==> src/rtl/mem_access_unit_pkg.sv <==
// Shared definitions for the MEM-stage load/store unit: op codes, exception codes, FSM states.
package mem_access_unit_pkg;

  localparam int unsigned AluOpW   = 8;
  localparam int unsigned RegAddrW = 5;
  localparam int unsigned ExcCodeW = 5;

  typedef logic [AluOpW-1:0]   aluop_t;
  typedef logic [RegAddrW-1:0] reg_addr_t;
  typedef logic [ExcCodeW-1:0] exc_code_t;

  localparam aluop_t OP_NOP = 8'b0000_0000;
  localparam aluop_t OP_LB  = 8'b1110_0000;
  localparam aluop_t OP_LH  = 8'b1110_0001;
  localparam aluop_t OP_LW  = 8'b1110_0011;
  localparam aluop_t OP_LBU = 8'b1110_0100;
  localparam aluop_t OP_LHU = 8'b1110_0101;
  localparam aluop_t OP_SB  = 8'b1110_1000;
  localparam aluop_t OP_SH  = 8'b1110_1001;
  localparam aluop_t OP_SW  = 8'b1110_1011;

  localparam exc_code_t EC_Int     = 5'd0;
  localparam exc_code_t EC_AdEL    = 5'd4;
  localparam exc_code_t EC_AdES    = 5'd5;
  localparam exc_code_t EC_DBE     = 5'd7;
  localparam exc_code_t EC_Syscall = 5'd8;
  localparam exc_code_t EC_None    = 5'h1f;

  typedef enum logic [1:0] {StIdle, StBusy, StDone} state_e;
  typedef enum logic [1:0] {SzNone, SzByte, SzHalf, SzWord} size_e;

  function automatic logic is_load(input aluop_t op);
    return op inside {OP_LB, OP_LBU, OP_LH, OP_LHU, OP_LW};
  endfunction

  function automatic logic is_store(input aluop_t op);
    return op inside {OP_SB, OP_SH, OP_SW};
  endfunction

  function automatic size_e op_size(input aluop_t op);
    case (op)
      OP_LB, OP_LBU, OP_SB: return SzByte;
      OP_LH, OP_LHU, OP_SH: return SzHalf;
      OP_LW, OP_SW:         return SzWord;
      default:              return SzNone;
    endcase
  endfunction

endpackage

==> src/rtl/mem_access_unit_load_align.sv <==
// Selects the addressed little-endian lane of a bus read word and sign/zero-extends it.
module mem_load_align
  import mem_access_unit_pkg::*;
(
  input  aluop_t      aluop,
  input  logic [1:0]  addr_lo,
  input  logic [31:0] rdata,
  output logic [31:0] ldata
);

  logic [7:0]  byte_v;
  logic [15:0] half_v;

  always_comb begin
    byte_v = rdata[{addr_lo, 3'b000} +: 8];
    half_v = addr_lo[1] ? rdata[31:16] : rdata[15:0];
    case (aluop)
      OP_LB:   ldata = {{24{byte_v[7]}}, byte_v};
      OP_LBU:  ldata = {24'h0, byte_v};
      OP_LH:   ldata = {{16{half_v[15]}}, half_v};
      OP_LHU:  ldata = {16'h0, half_v};
      default: ldata = rdata;
    endcase
  end

endmodule

==> src/rtl/mem_access_unit.sv <==
// MEM-stage load/store unit: one req/ack data-bus transaction per memory op, stalling the
// pipeline until it completes, with alignment and bus-timeout exception reporting.
module mem_access_unit
  import mem_access_unit_pkg::*;
#(
  parameter int unsigned BUS_TIMEOUT = 255,
  parameter int unsigned TO_W        = 8
) (
  input  logic        cpu_clk_75M,
  input  logic        cpu_rst_n,
  input  aluop_t      mem_aluop,
  input  logic [31:0] mem_mem_addr,
  input  logic [31:0] mem_reg2,
  input  reg_addr_t   mem_wd,
  input  logic        mem_wreg,
  input  logic [31:0] mem_wdata,
  input  exc_code_t   exc_code_i,
  input  logic        flush,
  input  logic        wb_stall,
  output reg_addr_t   wb_wd,
  output logic        wb_wreg,
  output logic [31:0] wb_wdata,
  output exc_code_t   exc_code_o,
  output logic [31:0] exc_badvaddr_o,
  output logic        stallreq_mem,
  output logic        dbus_req,
  output logic        dbus_we,
  output logic [3:0]  dbus_be,
  output logic [31:0] dbus_addr,
  output logic [31:0] dbus_wdata,
  input  logic        dbus_ack,
  input  logic [31:0] dbus_rdata
);

  state_e          state_q;
  logic [TO_W-1:0] cnt_q;
  logic [31:0]     lbuf_q;
  logic            kill_q, err_q;

  logic        load_op, store_op, mem_op, misaligned, exc_in, start;
  size_e       size;
  logic [3:0]  be_c;
  logic [31:0] wdata_c, load_val;

  always_comb begin
    load_op  = is_load(mem_aluop);
    store_op = is_store(mem_aluop);
    mem_op   = load_op | store_op;
    size     = op_size(mem_aluop);
    misaligned = mem_op && (((size == SzHalf) && mem_mem_addr[0]) ||
                            ((size == SzWord) && (mem_mem_addr[1:0] != 2'b00)));
    case (size)
      SzByte: begin
        be_c    = 4'b0001 << mem_mem_addr[1:0];
        wdata_c = {4{mem_reg2[7:0]}};
      end
      SzHalf: begin
        be_c    = mem_mem_addr[1] ? 4'b1100 : 4'b0011;
        wdata_c = {2{mem_reg2[15:0]}};
      end
      default: begin
        be_c    = 4'b1111;
        wdata_c = mem_reg2;
      end
    endcase
  end

  assign exc_in = (exc_code_i != EC_None);
  assign start  = (state_q == StIdle) && mem_op && !exc_in && !misaligned && !flush;

  mem_load_align u_load_align (
    .aluop   (mem_aluop),
    .addr_lo (mem_mem_addr[1:0]),
    .rdata   (dbus_rdata),
    .ldata   (load_val)
  );

  always_comb begin
    wb_wd          = mem_wd;
    wb_wreg        = mem_wreg;
    wb_wdata       = mem_wdata;
    exc_code_o     = EC_None;
    exc_badvaddr_o = '0;
    stallreq_mem   = 1'b0;
    unique case (state_q)
      StIdle: begin
        stallreq_mem = start;
        if (exc_in) begin
          exc_code_o = exc_code_i;
        end else if (misaligned) begin
          exc_code_o     = load_op ? EC_AdEL : EC_AdES;
          exc_badvaddr_o = mem_mem_addr;
          wb_wreg        = 1'b0;
        end
      end
      StBusy: begin
        stallreq_mem = 1'b1;
        wb_wreg      = 1'b0;
      end
      StDone: begin
        if (load_op) wb_wdata = lbuf_q;
        wb_wreg = mem_wreg && !err_q && !kill_q;
        // A killed transaction reports nothing, not even its own bus error.
        if (err_q && !kill_q) begin
          exc_code_o     = EC_DBE;
          exc_badvaddr_o = mem_mem_addr;
        end
      end
      default: ;
    endcase
    if (!cpu_rst_n) begin
      stallreq_mem = 1'b0;
      wb_wreg      = 1'b0;
    end
  end

  always_ff @(posedge cpu_clk_75M or negedge cpu_rst_n) begin
    if (!cpu_rst_n) begin
      state_q    <= StIdle;
      dbus_req   <= 1'b0;
      dbus_we    <= 1'b0;
      dbus_be    <= 4'b0000;
      dbus_addr  <= '0;
      dbus_wdata <= '0;
      lbuf_q     <= '0;
      cnt_q      <= '0;
      kill_q     <= 1'b0;
      err_q      <= 1'b0;
    end else begin
      unique case (state_q)
        StIdle: begin
          kill_q <= 1'b0;
          err_q  <= 1'b0;
          if (start) begin
            dbus_req   <= 1'b1;
            dbus_we    <= store_op;
            dbus_be    <= be_c;
            dbus_addr  <= {mem_mem_addr[31:2], 2'b00};
            dbus_wdata <= wdata_c;
            cnt_q      <= '0;
            state_q    <= StBusy;
          end
        end
        StBusy: begin
          cnt_q <= cnt_q + 1'b1;
          // Flush only marks the result; the bus handshake must still finish.
          if (flush) kill_q <= 1'b1;
          if (dbus_ack) begin
            dbus_req <= 1'b0;
            lbuf_q   <= load_val;
            state_q  <= StDone;
          end else if (cnt_q == TO_W'(BUS_TIMEOUT - 1)) begin
            dbus_req <= 1'b0;
            err_q    <= 1'b1;
            state_q  <= StDone;
          end
        end
        StDone: begin
          if (flush || !wb_stall) begin
            kill_q  <= 1'b0;
            err_q   <= 1'b0;
            state_q <= StIdle;
          end
        end
        default: state_q <= StIdle;
      endcase
    end
  end

endmodule
==> config.mk <==
export PLATFORM = sky130hd
export DESIGN_NAME = mem_access_unit
export DESIGN_NICKNAME = d
export VERILOG_FILES = /design/src/rtl/mem_access_unit_pkg.sv /design/src/rtl/mem_access_unit_load_align.sv /design/src/rtl/mem_access_unit.sv
export SDC_FILE = /design/constraint.sdc
export NUM_CORES = 1
export LEC_CHECK = 0
export ABC_AREA = 1
export CORE_ASPECT_RATIO = 1.1
export CORE_MARGIN = 1
export CORE_UTILIZATION = 30
export CTS_CLUSTER_DIAMETER = 60
export DETAILED_ROUTE_END_ITERATION = 10
export PLACE_DENSITY = 0.71
export SETUP_SLACK_MARGIN = 0.1
export SYNTH_ARGS = -nofsm -noshare
export SYNTH_HDL_FRONTEND = slang
export SYNTH_SLANG_ARGS = --single-unit
==> constraint.sdc <==
create_clock -name cpu_clk_75M -period 2.5 [get_ports cpu_clk_75M]
set_input_delay 0.5 -clock cpu_clk_75M [delete_from_list [all_inputs] [get_ports cpu_clk_75M]]
set_output_delay 0.5 -clock cpu_clk_75M [all_outputs]
set_load 0.01 [all_outputs]
==> flow_metrics.tcl <==
set metrics [dict create \
    status "complete, but fails checks" \
    violations "negative setup slack" \
    syn2layout_area_growth_pct 73.63 \
    max_stage_delay_ns 0.17 \
    finalClockSkew_ns 0.01258 \
    worstPathArrival_ns 2.23 \
    antenna_found_initial 1 \
    ios 298 \
    syn_avg_cell_area_um2 6.840 \
    rrSetupSlack_ns 0.72 \
    path_cells "buf_8 -> inv_12 -> nand2_4 -> nor2_4 -> buf_12 -> nand3_4 -> nand2_4 -> ha_4 -> nand2_4 -> a21oi_4 -> nand4_1 -> buf_6 -> buf_12 -> a21oi_2 -> buf_2" \
    drt_iter0_drc 337 \
    cap_viol_max_count 0 \
    ctsHtreeMaxLevel 3 \
    hpwlAfterDp_um 17890 \
    fmax_mhz 366.2 \
    fin_area_um2 11830 \
    crit_family "buffers and inverters" \
    cp_common_cell "nand2_4" \
    grt_pass1_vias 7385 \
    root_buffer "clkbuf_16" \
    hold_path.class "flop to flop" \
    fin_total_pwr_mw 4.129 \
    synthArstFlopShare 1.000 \
    portBuffers 285 \
    period_needed_ns 2.731 \
    pwr-share-seq 0.459 \
    ys_warn_count 0 \
    netSwitchingPower_mw 1.136 \
    fill_cells 2061 \
    critPathKind "input pin to output port" \
    crit_path_end_kind "output port" \
    pwr-share-clk 0.353 \
    clk_pin_slew_ns 0.08 \
    drtAntennaViolNets 0 \
    layout_common_cells "clkdlybuf4s50_1 (206), nand2_1 (191), inv_1 (178)" \
    final_common_cell "clkdlybuf4s50_1" \
    cts.sinks 112 \
    combPwrFrac 0.188 \
    dieHeight_um 160.1 \
    gp_congestion 0.9089 \
    cellLeakagePower_nw 6.017 \
    core_area_um2 22180 \
    holdWs_ns 0.4841 \
    die_area_um2 23320 \
    fin_ws_ns -0.2309 \
    synth_seq_area_share 0.4114 \
    grt_pass1_wl_um 38650 \
    grt_start_max_net_pins 110 \
    drc 0 \
    p_int_mw 2.993 \
    critical_path_required_ns 2.00 \
    final_nets 1498 \
    routed_wl_um 25560 \
    track_usage 0.2095 \
    synth_cells 996 \
    wl_per_cell_um 15.57 \
    powerDensity_nw_per_um2 349.1 \
    setup-tns-final_ns -10.68 \
    dr.pass1.iters 5 \
    stdcell_count 1642 \
    synth_cell_types 38 \
    vias 7584 \
    rows 57 \
    dp_slack_ns -1.199 \
    clock_latency_ns 0.35 \
    clock_tree.buffer_depth 2 \
    tightest_slew_ns 0.6145 \
    drv_slew 0 \
    synthFlopType "dfrtp_1" \
    period_share 1.092 \
    die_x_um 145.7 \
    initial_utilization 0.3072 \
    cts_made_buffers 9 \
    drive_gt1_frac 0.2712 \
    cts_tree "built" \
    startpoint_type "input pin" \
    syn-cell-area_um2 6813 \
    ys_ff_latch 112 \
    swShare 0.2751 \
    irDropWorstVdd_mv 0.4209 \
    hold_viol 0 \
    grt_overflow 0 \
    path_buf_inv 6 \
    synth_edf_count 0 \
    vias_per_cell 4.619 \
    path_max_fanout 8 \
    rsz0062_at_grt "yes" \
    dpl-instance-area_um2 10540 \
    cpMaxStageDelayCell "buf_6" \
    placed_cells 1571 \
    max_slew_margin 0.5904 \
    final_util 0.5333 \
    finalSetupViolCount 68 \
]
-- repair_timing --
action,in CTS,in global routing
setup buffers,33,15
pin swaps,17,30
gates resized for setup,356,216
setup endpoints to repair,148,135
cloned,6,6
endpoints found under the hold margin,3,0
hold buffers,1,0
-- logic make-up after synthesis --
family / count (synthesis) / synth area share
buffers and inverters: 247 / 0.1548
DFF: 112 / 0.4114
xor gates and xnor gates: 1 / 0.001286
and+or+nand+nor: 425 / 0.2597
AOI/OAI and AO/OA: 205 / 0.1631
adders and majority gates: 5 / 0.009183
other: 1 / 0.0005504
-- synth_stat cells, drive strengths merged, types with 3 or more instances --
library cell / number / area share
inv: 188 / 0.10
nand3b: 7 / 0.0077
nand3: 45 / 0.034
nor2: 123 / 0.072
o21ai: 133 / 0.10
dfrtp: 112 / 0.41
a21oi: 54 / 0.041
clkbuf: 21 / 0.012
ha: 5 / 0.0092
buf: 36 / 0.039
nand2: 238 / 0.13
nand4: 7 / 0.0086
o22ai: 8 / 0.0073
nor3: 3 / 0.0022
-- power groups by stage --
stage | Combinational (mW) | Clock, mW | Sequential, mW
2_1_floorplan | 0.252 | 0 | 1.93
3_3_place_gp | 0.713 | 0 | 1.93
3_5_place_dp | 0.719 | 0 | 1.93
4_1_cts | 0.722 | 1.51 | 1.89
5_1_grt | 0.846 | 1.57 | 1.90
6_report | 0.775 | 1.46 | 1.90
-- state kept, by name, summed over array words and instances, names as in the netlist, 2 cells and up --
name        count
lbuf_q         32
dbus_wdata     32
cnt_q           8
dbus_be         4
dbus_addr      30
state_q         2
-- layout make-up --
cell class | instances | area (µm²) | share of cell area
Clock buffer | 11 | 242.7 | 0.02052
Multi-Input combinational cell | 640 | 3850 | 0.3255
Sequential cell | 112 | 2805 | 0.2371
Inverter | 190 | 729.5 | 0.06167
Clock inverter | 5 | 47.55 | 0.004019
Antenna cell | 1 | 2.502 | 0.0002116
Timing Repair Buffer | 388 | 3782 | 0.3198
Tap cell | 295 | 369.1 | 0.03120
-- per-layer routing --
metal  vias to the layer above  global-route usage  wire, µm
li1                       3765                   -         -
met1                      3485              0.2407      9983
met2                       285              0.3702     12950
met3                        49             0.05486      1856
met4                         0             0.07990       775
met5                         -                   0         0
-- worst paths after layout --
| check | endpoint | startpoint | cells past startpoint |
|---|---|---|---|
| min in group asynchronous | kill_q$_DFFE_PN0P_ | cpu_rst_n | 2 |
| hold / removal | dbus_addr[14]$_DFFE_PN0P_ | dbus_addr[14]$_DFFE_PN0P_ | 2 |
| setup / recovery | exc_badvaddr_o[26] | mem_aluop[4] | 15 |
| hold reg to reg | dbus_addr[14]$_DFFE_PN0P_ | dbus_addr[14]$_DFFE_PN0P_ | 2 |
| setup reg to reg | dbus_be[2]$_DFFE_PN0P_ | state_q[0]$_DFFE_PN0P_ | 8 |
| max in group asynchronous | dbus_wdata[7]$_DFFE_PN0P_ | cpu_rst_n | 3 |
-- worst min-delay path, delay by kind of cell, from the launching register on --
| family | cells | cell delay, ns |
|---|---|---|
| simple gates | 1 | 0.06 |
| compound gates | 1 | 0.05 |
| flops | 1 | 0.35 |
(Power assumes the default switching activity.)
